--- config.mk ---
export PLATFORM = sky130hd
export DESIGN_NAME = multicycle_control
export DESIGN_NICKNAME = d
export VERILOG_FILES = /design/src/rtl/mips_ctrl_pkg.sv /design/src/rtl/ctrl_output_decode.sv /design/src/rtl/multicycle_control.sv
export SDC_FILE = /design/constraint.sdc
export NUM_CORES = 1
export LEC_CHECK = 0
export BUFFER_PORTS_ARGS = -buffer_cell sky130_fd_sc_hd__buf_2
export CAP_MARGIN = 20
export CELL_PAD_IN_SITES_DETAIL_PLACEMENT = 1
export CELL_PAD_IN_SITES_GLOBAL_PLACEMENT = 1
export CORE_UTILIZATION = 29
export DETAILED_ROUTE_END_ITERATION = 7
export GPL_TIMING_DRIVEN = 1
export PLACE_DENSITY_LB_ADDON = 0.25
export SYNTH_ARGS = -nofsm -noshare
export SYNTH_HDL_FRONTEND = slang
export SYNTH_HIERARCHICAL = 1
export SYNTH_SLANG_ARGS = --single-unit
--- constraint.sdc ---
create_clock -name clk -period 1.8 [get_ports clk]
set_clock_uncertainty 0.2 [all_clocks]
set_input_delay 0.18 -clock clk [delete_from_list [all_inputs] [get_ports clk]]
set_output_delay 0.18 -clock clk [all_outputs]
set_load 0.1 [all_outputs]
--- src/rtl/mips_ctrl_pkg.sv ---
// Shared definitions for the multicycle MIPS control path: state codes,
// opcodes, ALU/mux select encodings and the control-strobe bundle.
// The ALU control decoder and the datapath import this package as well.
package mips_ctrl_pkg;

  // FSM state encodings (4 bits, also exported on the debug port)
  localparam logic [3:0] S_FETCH   = 4'd0;
  localparam logic [3:0] S_DECODE  = 4'd1;
  localparam logic [3:0] S_MEMADR  = 4'd2;
  localparam logic [3:0] S_MEMRD   = 4'd3;
  localparam logic [3:0] S_MEMWB   = 4'd4;
  localparam logic [3:0] S_MEMWR   = 4'd5;
  localparam logic [3:0] S_RTEXEC  = 4'd6;
  localparam logic [3:0] S_RTWB    = 4'd7;
  localparam logic [3:0] S_BEQ     = 4'd8;
  localparam logic [3:0] S_JUMP    = 4'd9;
  localparam logic [3:0] S_IMMEX   = 4'd10;
  localparam logic [3:0] S_IMMWB   = 4'd11;
  localparam logic [3:0] S_ILLEGAL = 4'd12;  // one-cycle illegal_op pulse
  localparam logic [3:0] S_TRAP    = 4'd13;  // sticky trap, trap build only

  // Opcode constants
  localparam logic [5:0] OP_RTYPE = 6'b000000;
  localparam logic [5:0] OP_J     = 6'b000010;
  localparam logic [5:0] OP_BEQ   = 6'b000100;
  localparam logic [5:0] OP_ADDI  = 6'b001000;
  localparam logic [5:0] OP_ANDI  = 6'b001100;
  localparam logic [5:0] OP_ORI   = 6'b001101;
  localparam logic [5:0] OP_LW    = 6'b100011;
  localparam logic [5:0] OP_SW    = 6'b101011;

  // ALU operation class sent to the ALU control decoder
  typedef enum logic [1:0] {
    ALUOP_ADD   = 2'b00,
    ALUOP_SUB   = 2'b01,
    ALUOP_FUNCT = 2'b10
  } aluop_e;

  // ALU B-operand select
  typedef enum logic [1:0] {
    SRCB_B    = 2'b00,
    SRCB_FOUR = 2'b01,
    SRCB_IMM  = 2'b10
  } alusrcb_e;

  // Next-PC select
  typedef enum logic [1:0] {
    PCSRC_ALU    = 2'b00,
    PCSRC_ALUOUT = 2'b01,
    PCSRC_JUMP   = 2'b10
  } pcsrc_e;

  // Complete set of control strobes produced for one cycle
  typedef struct packed {
    logic     pc_write;
    logic     branch;
    logic     iord;
    logic     mem_read;
    logic     mem_write;
    logic     ir_write;
    logic     mem_to_reg;
    logic     reg_dst;
    logic     reg_write;
    logic     alu_src_a;
    logic     illegal_op;
    aluop_e   alu_op;
    alusrcb_e alu_src_b;
    pcsrc_e   pc_source;
  } ctrl_t;

  // True for opcodes the DECODE dispatch recognises
  function automatic logic is_legal_op(input logic [5:0] op);
    case (op)
      OP_RTYPE, OP_J, OP_BEQ, OP_ADDI, OP_ANDI, OP_ORI, OP_LW, OP_SW:
        is_legal_op = 1'b1;
      default:
        is_legal_op = 1'b0;
    endcase
  endfunction

endpackage

--- src/rtl/ctrl_output_decode.sv ---
// Moore output decode: maps the current state (plus mem_ready while in
// FETCH) to the control strobes. Anything not set for a state stays 0.
// Macro ILLEGAL_OP_TRAP_EN adds decoding of the sticky TRAP state.
module ctrl_output_decode
  import mips_ctrl_pkg::*;
(
  input  logic [3:0] state_i,
  input  logic       mem_ready_i,
  output ctrl_t      ctrl_o
);

  // Per-state strobe table; default everything low
  always_comb begin
    ctrl_o = '0;
    case (state_i)
      S_FETCH: begin
        ctrl_o.mem_read  = 1'b1;
        ctrl_o.alu_src_b = SRCB_FOUR;
        ctrl_o.alu_op    = ALUOP_ADD;
        ctrl_o.pc_source = PCSRC_ALU;
        // Latch the instruction and advance the PC only when memory delivers
        ctrl_o.ir_write  = mem_ready_i;
        ctrl_o.pc_write  = mem_ready_i;
      end
      S_DECODE: begin
        ctrl_o.alu_src_b = SRCB_IMM;
        ctrl_o.alu_op    = ALUOP_ADD;
      end
      S_MEMADR, S_IMMEX: begin
        ctrl_o.alu_src_a = 1'b1;
        ctrl_o.alu_src_b = SRCB_IMM;
        ctrl_o.alu_op    = ALUOP_ADD;
      end
      S_MEMRD: begin
        ctrl_o.iord     = 1'b1;
        ctrl_o.mem_read = 1'b1;
      end
      S_MEMWB: begin
        ctrl_o.reg_write  = 1'b1;
        ctrl_o.mem_to_reg = 1'b1;
      end
      S_MEMWR: begin
        ctrl_o.iord      = 1'b1;
        ctrl_o.mem_write = 1'b1;
      end
      S_RTEXEC: begin
        ctrl_o.alu_src_a = 1'b1;
        ctrl_o.alu_op    = ALUOP_FUNCT;
      end
      S_RTWB: begin
        ctrl_o.reg_write = 1'b1;
        ctrl_o.reg_dst   = 1'b1;
      end
      S_BEQ: begin
        ctrl_o.alu_src_a = 1'b1;
        ctrl_o.alu_op    = ALUOP_SUB;
        ctrl_o.branch    = 1'b1;
        ctrl_o.pc_source = PCSRC_ALUOUT;
      end
      S_JUMP: begin
        ctrl_o.pc_write  = 1'b1;
        ctrl_o.pc_source = PCSRC_JUMP;
      end
      S_IMMWB: begin
        ctrl_o.reg_write = 1'b1;
      end
      S_ILLEGAL: begin
        ctrl_o.illegal_op = 1'b1;
      end
`ifdef ILLEGAL_OP_TRAP_EN
      S_TRAP: begin
        ctrl_o.illegal_op = 1'b1;
      end
`endif
      default: ctrl_o = '0;
    endcase
  end

endmodule

--- src/rtl/multicycle_control.sv ---
// Multicycle MIPS control unit: state register, next-state logic and the
// output decoder. Build macro ILLEGAL_OP_TRAP_EN makes an unrecognised
// opcode lock the FSM in TRAP until reset instead of returning to FETCH.
module multicycle_control
  import mips_ctrl_pkg::*;
(
  input  logic       clk,
  input  logic       rst_n,
  input  logic [5:0] opcode,
  input  logic       mem_ready,
  output logic       ALUop1,
  output logic       ALUop0,
  output logic       PCWrite,
  output logic       Branch,
  output logic       IorD,
  output logic       MemRead,
  output logic       MemWrite,
  output logic       IRWrite,
  output logic       MemtoReg,
  output logic       RegDst,
  output logic       RegWrite,
  output logic       ALUSrcA,
  output logic       illegal_op,
  output logic [1:0] ALUSrcB,
  output logic [1:0] PCSource,
  output logic [3:0] state
);

  logic [3:0] state_q;
  logic [3:0] state_d;
  ctrl_t      ctrl;
  ctrl_t      ctrl_gated;

  // State register; reset parks the FSM in FETCH
  always_ff @(posedge clk or negedge rst_n) begin
    if (!rst_n) state_q <= S_FETCH;
    else        state_q <= state_d;
  end

  // Next-state logic
  always_comb begin
    state_d = state_q;
    case (state_q)
      S_FETCH:  if (mem_ready) state_d = S_DECODE;
      S_DECODE: begin
        case (opcode)
          OP_LW, OP_SW:             state_d = S_MEMADR;
          OP_RTYPE:                 state_d = S_RTEXEC;
          OP_BEQ:                   state_d = S_BEQ;
          OP_J:                     state_d = S_JUMP;
          OP_ADDI, OP_ANDI, OP_ORI: state_d = S_IMMEX;
`ifdef ILLEGAL_OP_TRAP_EN
          default:                  state_d = S_TRAP;
`else
          default:                  state_d = S_ILLEGAL;
`endif
        endcase
      end
      S_MEMADR: state_d = (opcode == OP_LW) ? S_MEMRD : S_MEMWR;
      S_MEMRD:  if (mem_ready) state_d = S_MEMWB;
      S_MEMWR:  if (mem_ready) state_d = S_FETCH;
      S_RTEXEC: state_d = S_RTWB;
      S_IMMEX:  state_d = S_IMMWB;
`ifdef ILLEGAL_OP_TRAP_EN
      S_TRAP:   state_d = S_TRAP;
`endif
      // MEMWB, RTWB, IMMWB, BEQ, JUMP, ILLEGAL and unused codes
      default:  state_d = S_FETCH;
    endcase
  end

  ctrl_output_decode u_decode (
    .state_i     (state_q),
    .mem_ready_i (mem_ready),
    .ctrl_o      (ctrl)
  );

  // While reset is held, FETCH would otherwise drive MemRead; force all low
  always_comb begin
    ctrl_gated = rst_n ? ctrl : '0;
  end

  assign PCWrite    = ctrl_gated.pc_write;
  assign Branch     = ctrl_gated.branch;
  assign IorD       = ctrl_gated.iord;
  assign MemRead    = ctrl_gated.mem_read;
  assign MemWrite   = ctrl_gated.mem_write;
  assign IRWrite    = ctrl_gated.ir_write;
  assign MemtoReg   = ctrl_gated.mem_to_reg;
  assign RegDst     = ctrl_gated.reg_dst;
  assign RegWrite   = ctrl_gated.reg_write;
  assign ALUSrcA    = ctrl_gated.alu_src_a;
  assign illegal_op = ctrl_gated.illegal_op;
  assign ALUop1     = ctrl_gated.alu_op[1];
  assign ALUop0     = ctrl_gated.alu_op[0];
  assign ALUSrcB    = ctrl_gated.alu_src_b;
  assign PCSource   = ctrl_gated.pc_source;
  assign state      = state_q;

endmodule

==> metrics.log, run 1 <==
INFO  metric intPower = between 1000 and 1500 uW
INFO  metric wl = roughly 3.4 mm
INFO  metric die_width = around 52 um
INFO  metric crit_path_cell_trace = or3b_1 > a211oi_2 > and2_4 > buf_12
INFO  metric min_from = opcode[4]
INFO  metric clockPowerShare = slightly above 4%
INFO  metric n_antenna_cell = 0
INFO  metric antenna_found_initial = 0
INFO  metric rsz0062_at_grt = true
INFO  metric synthesis.area = 733 um^2
INFO  metric postSynthAreaPerCell = between 7 and 8 um^2
INFO  metric final_period_minus_worst_setup_slack = between 2000 and 2500 ps
INFO  metric area_growth = 106%
INFO  metric dr.pass1.iters = 5
INFO  metric io_buffers = 29
INFO  metric maxSlewHeadroom = between 60 and 70%
INFO  metric design_area = between 0.0015 and 0.002 mm^2
INFO  metric aggregate_global_route_resource_usage = between 20% and 30%
INFO  metric worstRegToRegCells = 5
INFO  metric layout.cells.most_common_list = 17 x and2_4, 17 x buf_12, 15 x buf_4
INFO  metric whs = 226 ps
INFO  metric critPathKind = flop to output port
INFO  metric cts_num_sinks = 4
INFO  metric slew_viol_final = 0
INFO  metric power.sequential.fraction = 8.9%
INFO  metric place_inst = 156
INFO  metric detailed_place_hpwl = 1.99 mm
INFO  metric timing.rr.start = state[0]$_DFFE_PN0P_
INFO  metric num_io_pins = 30
INFO  metric post-route-drc-count = 0
INFO  metric cellPowerDensity = around 1900 mW/mm^2
INFO  metric vias_after_detailed_routing = 955
INFO  metric floorplan.core_area = 0.00230 mm^2
INFO  metric die_height = around 52 um
INFO  metric p_leak = approximately 0.00061 uW
INFO  metric vias_per_cell = between 5 and 6
INFO  metric floorplan.initialDensity = 31.9%
INFO  metric signal_arrival_time_at_the_worst_endpoint = 1690 ps
INFO  metric synth-seq-cells = 4
INFO  metric grt_pass1_wl = approximately 4.9 mm
INFO  metric hold-path-cell-count = 3
INFO  metric yosys.area.top_type_share = roughly 16%
INFO  metric setup_viol_count_final = 19
INFO  metric largest_register_ff_count = 4
INFO  metric synth_top_area_cell = and2_1
INFO  metric final_weighted_congestion_of_routability_driven_global_placement = ~0.83
INFO  metric worst_path_max_delay_cell = dfrtp_4
INFO  metric clk_pin_slew_worst_setup_hold_paths = ~40 ps
INFO  metric hold_class = primary input to flop
INFO  metric placed_cell_area = 0.00126 mm^2
INFO  metric layoutNonFillerInstCount = 170
INFO  metric yosys_warnings = 6
INFO  metric max_cap_violations = 0
INFO  metric grt_overflow_total = 0
INFO  metric failed_checks = setup timing
INFO  metric worst_setup_path_end_kind = output port
INFO  metric timing.final.ws_setup = -270 ps
INFO  metric crit_required = 1420 ps
INFO  metric timing.final.crit_share = 115%
INFO  metric total_power = around 2800 uW
INFO  metric final_core_util = between 60% and 70%
INFO  metric placementRows = 17
INFO  metric final_antenna_net_count = 0
INFO  metric routedWlPerCell = about 20 um
INFO  metric cts_max_path_buffers = 2
INFO  metric cts_tree = built
INFO  metric post_synth_inst_count = roughly 100
INFO  metric cts_htree_levels = 1
INFO  metric syn-num-nets = 107
INFO  metric cp_slowest_stage_delay = 500 ps
INFO  metric end_point_of_the_worst_hold_path = state[3]$_DFFE_PN0P_
INFO  metric final_layout_size_suffix_gt1_share = 67.6%
INFO  metric grt_pass1_vias = 953
INFO  metric clk_root_buffer_cell = clkbuf_4
INFO  metric report.final.hold_viol_count = 0
INFO  metric power.net_switching = 1670 uW
INFO  metric grt_max_degree = 19
INFO  metric fmax = 483 MHz
INFO  metric worst_r2r_endpoint = state[1]$_DFFE_PN0P_
INFO  metric nets = roughly 150
INFO  metric ff2ff_setup_slack = -160 ps
INFO  metric irDropWorstVdd = around 0.0013 V
INFO  metric run_status = finished, violations left
INFO  metric share_of_synthesized_area_occupied_by_flip_flops_and_latches = a little over an eighth
INFO  metric share_comb_of_total_power = ~87%
INFO  metric ys_top_cells_by_area = and2_1 16%, dfrtp_1 14%, nand2b_1 4.3%, nor2_1 4.1%, or3b_1 3.6%
INFO  metric worst-path-max-fanout = 5
INFO  metric sw_frac_of_total = between 50% and 60%
INFO  metric worstMarginPinSlew = between 400 and 500 ps
INFO  metric worst_setup_path_start_kind = flop
INFO  metric dieArea = about 0.0027 mm^2
INFO  metric first_drt_iteration_drcs = 10
INFO  metric synth.distinct_cells = 38
INFO  metric cts_made_buffers = 3
INFO  metric clock_insertion_delay_worst_skew = 240 ps
-- logic make-up (layout without fill, tap and decap cells) --
| group | Yosys count | in the layout | synth area share (%) |
|---|---|---|---|
| AOI/OAI and AO/OA | 24 | 24 | 25.6 |
| xor gates and xnor gates | 2 | 2 | 2.39 |
| buffers and inverters | 11 | 55 | 9.38 |
| DFF | 4 | 4 | 13.7 |
| muxes | 1 | 1 | 1.37 |
| and+or+nand+nor | 56 | 56 | 47.6 |
-- per-layer routing --
layer  GRT usage [%]  up-vias  wire length (um)
met5               0        -                 0
met3            2.32        7               145
met2            46.4       48              1740
li1                -      442                 -
met4            7.02        0                63
met1            29.0      458              1460
-- worst max-delay path: cells and delay by family, from the launching register on --
kind | cells | cell delay (ps)
and+or+nand+nor | 2 | 570
buffers and inverters | 1 | 170
DFF | 1 | 500
AOI/OAI and AO/OA | 1 | 210
-- timing repair --
action                                  in CTS  in global routing
hold buffers                                 1                  0
resized for setup                           14                 14
endpoints found under the setup margin      17                 21
setup buffers                                7                  3
endpoints found under the hold margin        4                  0
pin swaps                                    3                  6
-- metrics by stage --
| step | setup TNS, ps | setup slack, ps |
|---|---|---|
| 4_1_cts | -2660 | -242 |
| 3_5_place_dp | -6.68 | -6.68 |
| 6_report | -3070 | -270 |
| 5_1_grt | -4040 | -317 |
| 3_3_place_gp | 0 | 27.2 |
| 2_1_floorplan | -867 | -152 |
-- cell usage after synthesis --
master,number
a31oi_1,1
dfrtp_1,4
a2111oi_2,1
clkbuf_1,3
xnor2_1,1
inv_1,2
o21ai_0,4
buf_2,1
and2_1,19
a31o_1,1
o22ai_1,1
buf_4,3
nand2_1,4
nor2b_1,2
nor4_4,1
a211oi_1,2
nor3b_1,3
a21boi_0,1
xor2_1,1
o21bai_1,1
nor3_1,5
a21oi_1,2
and3_1,1
or3b_1,3
a211o_1,1
a211oi_2,1
o31ai_1,2
a32o_1,1
nor4b_2,1
buf_6,2
nand2b_1,5
nand3_1,3
a32oi_1,2
and4b_1,1
o31ai_2,1
mux2i_1,1
nor2_1,8
o21a_1,2
-- power groups by stage --
stage / sequential (uW) / clock [uW] / combinational (uW)
floorplan: 472 / 0 / 1310
global placement: 245 / 0 / 2040
detailed placement: 254 / 0 / 2100
CTS: 244 / 114 / 2250
global route: 256 / 123 / 2560
finish: 253 / 117 / 2470
-- final cells by class --
type	count	area, um^2
Tap cell	28	35.0
Multi-Input combinational cell	83	753
Sequential cell	4	115
Clock buffer	3	22.5
Timing Repair Buffer	50	579
Fill cell	240	785
Inverter	2	7.51
-- worst max path at each step --
stage	start	to	slack, ps	depth (start not counted)
3_5_place_dp	state[0]$_DFFE_PN0P_	PCWrite	-7	4
5_1_grt	state[1]$_DFFE_PN0P_	IRWrite	-320	5
4_1_cts	state[3]$_DFFE_PN0P_	PCWrite	-240	4
2_1_floorplan	state[3]$_DFFE_PN0P_	PCWrite	-150	3
6_report	state[0]$_DFFE_PN0P_	PCWrite	-270	4
3_3_place_gp	state[0]$_DFFE_PN0P_	PCWrite	30	4
Power figures use the tool's default switching activity.
==> run 2, diff against run 1 <==
--- a/config.mk
+++ b/config.mk
@@ -11,9 +11,11 @@
 export CELL_PAD_IN_SITES_GLOBAL_PLACEMENT = 1
 export CORE_UTILIZATION = 29
 export DETAILED_ROUTE_END_ITERATION = 7
+export GPL_ROUTABILITY_DRIVEN = 1
 export GPL_TIMING_DRIVEN = 1
 export PLACE_DENSITY_LB_ADDON = 0.25
 export SYNTH_ARGS = -nofsm -noshare
 export SYNTH_HDL_FRONTEND = slang
 export SYNTH_HIERARCHICAL = 1
 export SYNTH_SLANG_ARGS = --single-unit
+export TNS_END_PERCENT = 30
==> run 2 against run 1 <==
Flip-flop and latch count unchanged. Hold slack got worse by 71 ps. The run still ends with setup timing left. Sequential power about the same. Sequential share of layout area increased by 0.33 points. Maximum frequency increased by 0.36%.
==> metrics.log, run 2 (synthesis gave the netlist of run 1 again) <==
INFO  metric placementRows = 17 (unchanged)
INFO  metric end_point_of_the_worst_hold_path = state[3]$_DFFE_PN0P_ (unchanged)
INFO  metric worst_r2r_endpoint = state[1]$_DFFE_PN0P_ (unchanged)
INFO  metric io_buffers = 29 (unchanged)
INFO  metric final_period_minus_worst_setup_slack = 2060 ps (was 2070 ps)
INFO  metric num_io_pins = 30 (unchanged)
INFO  metric rsz0062_at_grt = true (unchanged)
INFO  metric dieArea = 0.00273 mm^2 (unchanged)
INFO  metric wl = 2.85 mm (was 3.41 mm)
INFO  metric report.final.hold_viol_count = 0 (unchanged)
INFO  metric p_leak = 0.000591 uW (was 0.000609 uW)
INFO  metric max_cap_violations = 0 (unchanged)
INFO  metric setup_viol_count_final = 19 (unchanged)
INFO  metric hold-path-cell-count = 3 (unchanged)
INFO  metric largest_register_ff_count = 4 (unchanged)
INFO  metric critPathKind = flop to output port (unchanged)
INFO  metric ff2ff_setup_slack = -160 ps (about the same)
INFO  metric grt_pass1_wl = 4.50 mm (was 4.88 mm)
INFO  metric floorplan.core_area = 0.00230 mm^2 (unchanged)
INFO  metric cp_slowest_stage_delay = 490 ps (was 500 ps)
INFO  metric antenna_found_initial = 0 (unchanged)
INFO  metric final_layout_size_suffix_gt1_share = 61.9% (was 67.6%)
INFO  metric layout.cells.most_common = buf_12
INFO  metric min_from = opcode[4] (unchanged)
INFO  metric detailed_place_hpwl = 2.02 mm (was 1.99 mm)
INFO  metric worstMarginPinSlew = 485 ps (was 497 ps)
INFO  metric die_width = 52.3 um (unchanged)
INFO  metric vias_after_detailed_routing = 899 (was 955)
INFO  metric clk_root_buffer_cell = clkbuf_4 (unchanged)
INFO  metric worst-path-max-fanout = 5 (unchanged)
INFO  metric n_antenna_cell = 0 (unchanged)
INFO  metric layoutNonFillerInstCount = 167 (was 170)
INFO  metric final_weighted_congestion_of_routability_driven_global_placement = 0.847 (was 0.832)
INFO  metric timing.final.crit_share = 115% (about the same)
INFO  metric signal_arrival_time_at_the_worst_endpoint = 1680 ps (was 1690 ps)
INFO  metric cts_tree = built (unchanged)
INFO  metric post-route-drc-count = 0 (unchanged)
INFO  metric fmax = 485 MHz (was 483 MHz)
INFO  metric crit_required = 1420 ps (about the same)
INFO  metric worstRegToRegCells = 5 (unchanged)
INFO  metric die_height = 52.3 um (unchanged)
INFO  metric first_drt_iteration_drcs = 10 (unchanged)
INFO  metric clock_insertion_delay_worst_skew = 250 ps (was 240 ps)
INFO  metric aggregate_global_route_resource_usage = 22.4% (was 24.7%)
INFO  metric grt_overflow_total = 0 (unchanged)
INFO  metric grt_pass1_vias = 907 (was 953)
INFO  metric cts_num_sinks = 4 (unchanged)
INFO  metric cellPowerDensity = 1880 mW/mm^2 (about the same)
INFO  metric regArea = 115 um^2 (unchanged)
INFO  metric cts_max_path_buffers = 2 (unchanged)
INFO  metric routedWlPerCell = 17.1 um (was 20.1 um)
INFO  metric final_antenna_net_count = 0 (unchanged)
INFO  metric run_status = finished, violations left (unchanged)
INFO  metric grt_max_degree = 19 (unchanged)
INFO  metric layout.cells.most_common_list = 20 x buf_12, 12 x and2_4, 12 x buf_4 (was 17 x and2_4, 17 x buf_12, 15 x buf_4)
INFO  metric irDropWorstVdd = 0.00130 V (was 0.00127 V)
INFO  metric crit_path_cell_trace = or3b_4 > a211oi_2 > and2_4 > buf_12 (was or3b_1 > a211oi_2 > and2_4 > buf_12)
INFO  metric maxSlewHeadroom = 67.9% (was 67.1%)
INFO  metric worst_path_max_delay_cell = dfrtp_4 (unchanged)
INFO  metric area_used_by_multi_input_combinational_logic = 674 um^2 (was 753 um^2)
INFO  metric place_inst = 158 (was 156)
INFO  metric cts_htree_levels = 1 (unchanged)
INFO  metric hold_class = primary input to flop (unchanged)
INFO  metric clk_pin_slew_worst_setup_hold_paths = 40 ps (about the same)
INFO  metric timing.final.ws_setup = -263 ps (was -270 ps)
INFO  metric vias_per_cell = 5.38 (was 5.62)
INFO  metric area_growth = 97.8% (was 106%)
INFO  metric worst_setup_path_end_kind = output port (unchanged)
INFO  metric n_fill_cell = 254 (was 240)
INFO  metric timing.rr.start = state[0]$_DFFE_PN0P_ (unchanged)
INFO  metric floorplan.initialDensity = 31.9% (unchanged)
INFO  metric final_core_util = 63.1% (was 65.8%)
INFO  metric worst_setup_path_start_kind = flop (unchanged)
INFO  metric dr.pass1.iters = 4 (was 5)
INFO  metric cts_made_buffers = 3 (unchanged)
INFO  metric failed_checks = setup timing (unchanged)
INFO  metric fin_setup_tns = -3170 ps (was -3070 ps)
INFO  metric slew_viol_final = 0 (unchanged)
INFO  metric nets = 150 (was 153)
## run 2: changes by cell type in the layout (fill, tap and decap cells not counted), moves of 2 or more
| cell | before | now |
|---|---|---|
| and2_2 | 0 | 5 |
| and2_4 | 17 | 12 |
| buf_12 | 17 | 20 |
| buf_2 | 12 | 10 |
| buf_4 | 15 | 12 |
| nand2b_1 | 0 | 2 |
| nand2b_4 | 5 | 3 |
| nor2_1 | 4 | 7 |
| nor2_4 | 2 | 0 |
## run 2: worst max-delay path by stage
stage                                    start                    to  slack, ps  cells past startpoint
final                     state[3]$_DFFE_PN0P_               PCWrite       -260                      4
after global routing      state[3]$_DFFE_PN0P_               PCWrite       -300                      4
after CTS                 state[3]$_DFFE_PN0P_               PCWrite       -260                      4
after detailed placement  state[0]$_DFFE_PN0P_  state[1]$_DFFE_PN0P_        -40                      4
after global placement    state[3]$_DFFE_PN0P_               PCWrite         10                      4
after floorplan           state[3]$_DFFE_PN0P_               PCWrite       -150                      3
## run 2: layout make-up
class / instances / share of cell area [%]
clock buffer: 3 / 1.55
inverter: 2 / 0.518
multi-input combinational: 83 / 46.5
sequential: 4 / 7.94
tap: 28 / 2.42
timing repair buffer: 47 / 41.1
## run 2: repair_timing
action                                  in CTS  in global routing
hold buffers                                 1                  0
endpoints found under the setup margin      18                 19
endpoints found under the hold margin        4                  0
setup buffers                                1                  4
pin swaps                                    2                  5
resized for setup                            7                  9
## run 2: where the power goes
group	switching, uW	total (uW)	internal (uW)
Sequential	104	251	147
Combinational	1430	2360	937
Clock	44.4	119	75.1
Total	1570	2730	1160
## run 2: worst max-delay path, delay by kind of cell (launching register included)
kind                   cells  cell delay [ps]
and+or+nand+nor            2              590
AOI/OAI and AO/OA          1              190
DFF                        1              490
buffers and inverters      1              160
## run 2: metal layers
| metal | part of all wire (%) | global-route usage (%) | routed length (um) |
|---|---|---|---|
| met3 | 4.3 | 2.32 | 123 |
| met1 | 43 | 27.3 | 1210 |
| met4 | 0.98 | 6.58 | 28 |
| met5 | 0 | 0 | 0 |
| met2 | 52 | 40.7 | 1480 |
## run 2: per-stage QoR
stage	setup slack (ps)	area, um^2	total power (uW)	hold WS, ps
after floorplan	-152	807	1750	-316
after global placement	11.1	1300	2350	-109
after detailed placement	-42.3	1300	2420	-96.3
after CTS	-260	1380	2630	149
after global routing	-303	1450	2840	191
final	-263	1450	2730	155
==> run 3, diff against run 2 <==
--- a/config.mk
+++ b/config.mk
@@ -5,17 +5,17 @@
 export SDC_FILE = /design/constraint.sdc
 export NUM_CORES = 1
 export LEC_CHECK = 0
+export ABC_AREA = 1
 export BUFFER_PORTS_ARGS = -buffer_cell sky130_fd_sc_hd__buf_2
 export CAP_MARGIN = 20
 export CELL_PAD_IN_SITES_DETAIL_PLACEMENT = 1
 export CELL_PAD_IN_SITES_GLOBAL_PLACEMENT = 1
-export CORE_UTILIZATION = 29
+export CORE_UTILIZATION = 23
 export DETAILED_ROUTE_END_ITERATION = 7
 export GPL_ROUTABILITY_DRIVEN = 1
 export GPL_TIMING_DRIVEN = 1
-export PLACE_DENSITY_LB_ADDON = 0.25
+export PLACE_DENSITY = 0.81
 export SYNTH_ARGS = -nofsm -noshare
 export SYNTH_HDL_FRONTEND = slang
-export SYNTH_HIERARCHICAL = 1
 export SYNTH_SLANG_ARGS = --single-unit
 export TNS_END_PERCENT = 30
==> run 3 against run 2 <==
The flow still finishes with violations (setup timing). Hold slack lost 130 ps. Worst setup slack gained 140 ps. Design area shrank 12%. Flip-flop and latch count is the same. Clock power shrank 6%. Die area shrank 11%. Global-route usage grew 1.4 points. Final cell count shrank 3.0%. Synthesized cell count shrank 1.0%. Area after synthesis shrank 30%. Critical endpoint unchanged. Largest cell class unchanged.
==> metrics.log, run 3 <==
INFO  metric clock_insertion_delay_worst_skew = 230 ps (was 250 ps)
INFO  metric p_leak = 0.000578 uW (was 0.000591 uW)
INFO  metric final_weighted_congestion_of_routability_driven_global_placement = 0.833 (was 0.847)
INFO  metric run_status = finished, violations left (unchanged)
INFO  metric setup_viol_count_final = 10 (was 19)
INFO  metric post_synth_inst_count = 97 (was 98)
INFO  metric dr.pass1.iters = 4 (unchanged)
INFO  metric synth.distinct_cells = 18 (was 38)
INFO  metric design_area = 0.00127 mm^2 (was 0.00145 mm^2)
INFO  metric timing.final.crit_share = 107% (was 115%)
INFO  metric worst_setup_path_start_kind = flop (unchanged)
INFO  metric post-route-drc-count = 0 (unchanged)
INFO  metric die_height = 49.4 um (was 52.3 um)
INFO  metric floorplan.core_area = 0.00204 mm^2 (was 0.00230 mm^2)
INFO  metric min_from = mem_ready (was opcode[4])
INFO  metric layout.cells.most_common_list = 17 x buf_12, 14 x nand2_1, 12 x nor2_4, 12 x buf_2, 10 x inv_1 (was 20 x buf_12, 12 x and2_4, 12 x buf_4)
INFO  metric fmax = 519 MHz (was 485 MHz)
INFO  metric asyncSetResetFlopFracSynth = 100% (unchanged)
INFO  metric failed_checks = setup timing (unchanged)
INFO  metric syn-num-nets = 106 (was 107)
INFO  metric n_fill_cell = 249 (was 254)
INFO  metric routedWlPerCell = 16.4 um (was 17.1 um)
INFO  metric aggregate_global_route_resource_usage = 23.8% (was 22.4%)
INFO  metric antenna_found_initial = 0 (unchanged)
INFO  metric synth.top_cells.by_count = 24 x nand2_1, 17 x inv_1, 15 x nor2_1 (was 19 x and2_1, 8 x nor2_1, 5 x nand2b_1, 5 x nor3_1)
INFO  metric number_of_flops_mapped_to_enable_cells_by_yosys = 0 (unchanged)
INFO  metric die_width = 49.4 um (was 52.3 um)
INFO  metric cts_tree = built (unchanged)
INFO  metric crit_required = 1420 ps (about the same)
INFO  metric wl = 2.65 mm (was 2.85 mm)
INFO  metric synth_top_area_cell = dfrtp_1 (was and2_1)
INFO  metric vias_per_cell = 4.93 (was 5.38)
INFO  metric clk_pin_slew_worst_setup_hold_paths = 40 ps (about the same)
INFO  metric cts_htree_levels = 1 (unchanged)
INFO  metric timing.rr.start = state[2]$_DFFE_PN0P_ (was state[0]$_DFFE_PN0P_)
INFO  metric placed_cell_area = 0.00117 mm^2 (was 0.00130 mm^2)
INFO  metric rsz0062_at_grt = true (unchanged)
INFO  metric whs = 28.8 ps (was 155 ps)
INFO  metric cellPowerDensity = 1700 mW/mm^2 (was 1880 mW/mm^2)
INFO  metric slew_viol_final = 0 (unchanged)
INFO  metric largest_register_ff_count = 4 (unchanged)
INFO  metric grt_pass1_wl = 4.33 mm (was 4.50 mm)
INFO  metric layoutNonFillerInstCount = 162 (was 167)
INFO  metric placementRows = 16 (was 17)
INFO  metric num_io_pins = 30 (unchanged)
INFO  metric cts_max_path_buffers = 2 (unchanged)
INFO  metric dieArea = 0.00244 mm^2 (was 0.00273 mm^2)
INFO  metric pre_cts_slack = 13.0 ps (was -42.3 ps)
INFO  metric place_inst = 155 (was 158)
INFO  metric worstMarginPinSlew = 491 ps (was 485 ps)
INFO  metric area_growth = 147% (was 97.8%)
INFO  metric synthesis.area = 517 um^2 (was 733 um^2)
INFO  metric synth_ff_type = dfrtp_1 (unchanged)
INFO  metric postSynthAreaPerCell = 5.33 um^2 (was 7.48 um^2)
INFO  metric detailed_place_hpwl = 2.10 mm (was 2.02 mm)
INFO  metric hold_class = primary input to flop (unchanged)
INFO  metric synth-seq-cells = 4 (unchanged)
INFO  metric first_drt_iteration_drcs = 8 (was 10)
INFO  metric layout.cells.most_common = buf_12 (unchanged)
INFO  metric floorplan.initialDensity = 25.3% (was 31.9%)
INFO  metric yosys.cell_count.top_type = nand2_1 (was and2_1)
INFO  metric clk_root_buffer_cell = clkbuf_4 (unchanged)
INFO  metric fin_setup_tns = -631 ps (was -3170 ps)
INFO  metric grt_pass1_vias = 910 (was 907)
INFO  metric nets = 146 (was 150)
INFO  metric irDropWorstVdd = 0.000968 V (was 0.00130 V)
INFO  metric critPathKind = flop to output port (unchanged)
INFO  metric yosys_warnings = 0 (was 6)
INFO  metric yosys.area.top_type_share = 19.4% (was 16.2%)
INFO  metric max_cap_violations = 0 (unchanged)
INFO  metric cts_num_sinks = 4 (unchanged)
INFO  metric timing.final.ws_setup = -127 ps (was -263 ps)
INFO  metric signal_arrival_time_at_the_worst_endpoint = 1550 ps (was 1680 ps)
INFO  metric ys_top_cells_by_area = dfrtp_1 19%, nand2_1 17%, inv_1 12%, nor2_1 11%, a21oi_1 7.7% (was and2_1 16%, dfrtp_1 14%, nand2b_1 4.3%, nor2_1 4.1%, or3b_1 3.6%)
INFO  metric final_antenna_net_count = 0 (unchanged)
INFO  metric vias_after_detailed_routing = 799 (was 899)
INFO  metric maxSlewHeadroom = 67.5% (was 67.9%)
INFO  metric grt_overflow_total = 0 (unchanged)
INFO  metric report.final.hold_viol_count = 0 (unchanged)
INFO  metric io_buffers = 29 (unchanged)
INFO  metric final_layout_size_suffix_gt1_share = 63.7% (was 61.9%)
INFO  metric share_of_synthesized_area_occupied_by_flip_flops_and_latches = 19.4% (was 13.7%)
INFO  metric grt_max_degree = 14 (was 19)
INFO  metric critical_path.startpoint = state[2]$_DFFE_PN0P_ (was state[3]$_DFFE_PN0P_)
INFO  metric n_antenna_cell = 0 (unchanged)
INFO  metric worst_setup_path_end_kind = output port (unchanged)
INFO  metric final_period_minus_worst_setup_slack = 1930 ps (was 2060 ps)
INFO  metric worst-path-max-fanout = 5 (unchanged)
INFO  metric cts_made_buffers = 3 (unchanged)
[run 3: cell count changes in the layout (fill, tap and decap cells not counted), sizes merged, moves of 5 or more]
cell,before,now
nand2b,5,0
nand3,3,8
nor2,8,21
buf,46,36
nand2,4,24
a21oi,2,8
inv,2,18
and2,19,0
[run 3: kinds of logic (layout without fill, tap and decap cells)]
group / Yosys count / in the layout / synth area share [%]
DFF: 4 / 4 / 19.4
buffers and inverters: 20 / 58 / 15.3
AOI/OAI and AO/OA: 17 / 17 / 17.9
and+or+nand+nor: 56 / 56 / 47.5
[run 3: final cells by class]
cell class,count,area (um^2),area share [%]
Clock buffer,3,22.5,1.77
Inverter,18,75.1,5.89
Multi-Input combinational cell,73,562,44.1
Sequential cell,4,115,9.03
Tap cell,27,33.8,2.65
Timing Repair Buffer,37,467,36.6
[run 3: timing repair]
action | in CTS | in global routing
pin swaps | 5 | 4
endpoints found under the setup margin | 16 | 16
hold endpoints to repair | 4 | 0
setup buffers | 2 | 1
resized for setup | 13 | 3
hold buffers | 1 | 0
[run 3: power by group]
part           switching, uW  internal [uW]
Combinational           1280            569
Clock                   37.8           74.7
Sequential              58.4            141
[run 3: worst max-delay path, stage by stage (launching register included)]
cell	delay, ps
dfrtp_4	510
nor2_4	170
inv_2	70
nor2_4	120
nand2_4	80
a21oi_4	160
buf_12	190
[run 3: worst paths after layout]
kind,endpoint,slack (ps),cells after the start
setup reg to reg,state[2]$_DFFE_PN0P_,140,8
hold / removal,state[1]$_DFFE_PN0P_,30,2
max in group asynchronous,state[1]$_DFFE_PN0P_,1000,2
setup / recovery,PCWrite,-130,6
hold reg to reg,state[0]$_DFFE_PN0P_,460,2
min in group asynchronous,state[0]$_DFFE_PN0P_,200,2
[run 3: routing by layer]
metal  vias to the layer above  part of all wire, %  GRT usage, %
met5                         -                    0             0
met4                         0                  1.3          7.62
met3                         6                  3.4          3.74
met2                        27                   59          52.3
met1                       386                   36          20.7
li1                        380                    -             -
[run 3: per-stage QoR]
stage                     util (%)  power, uW
final                         62.4       2160
after detailed placement      57.3       1890
after global routing          62.4       2250
after global placement        57.3       1840
after floorplan                  -       1400
after CTS                     61.5       2110
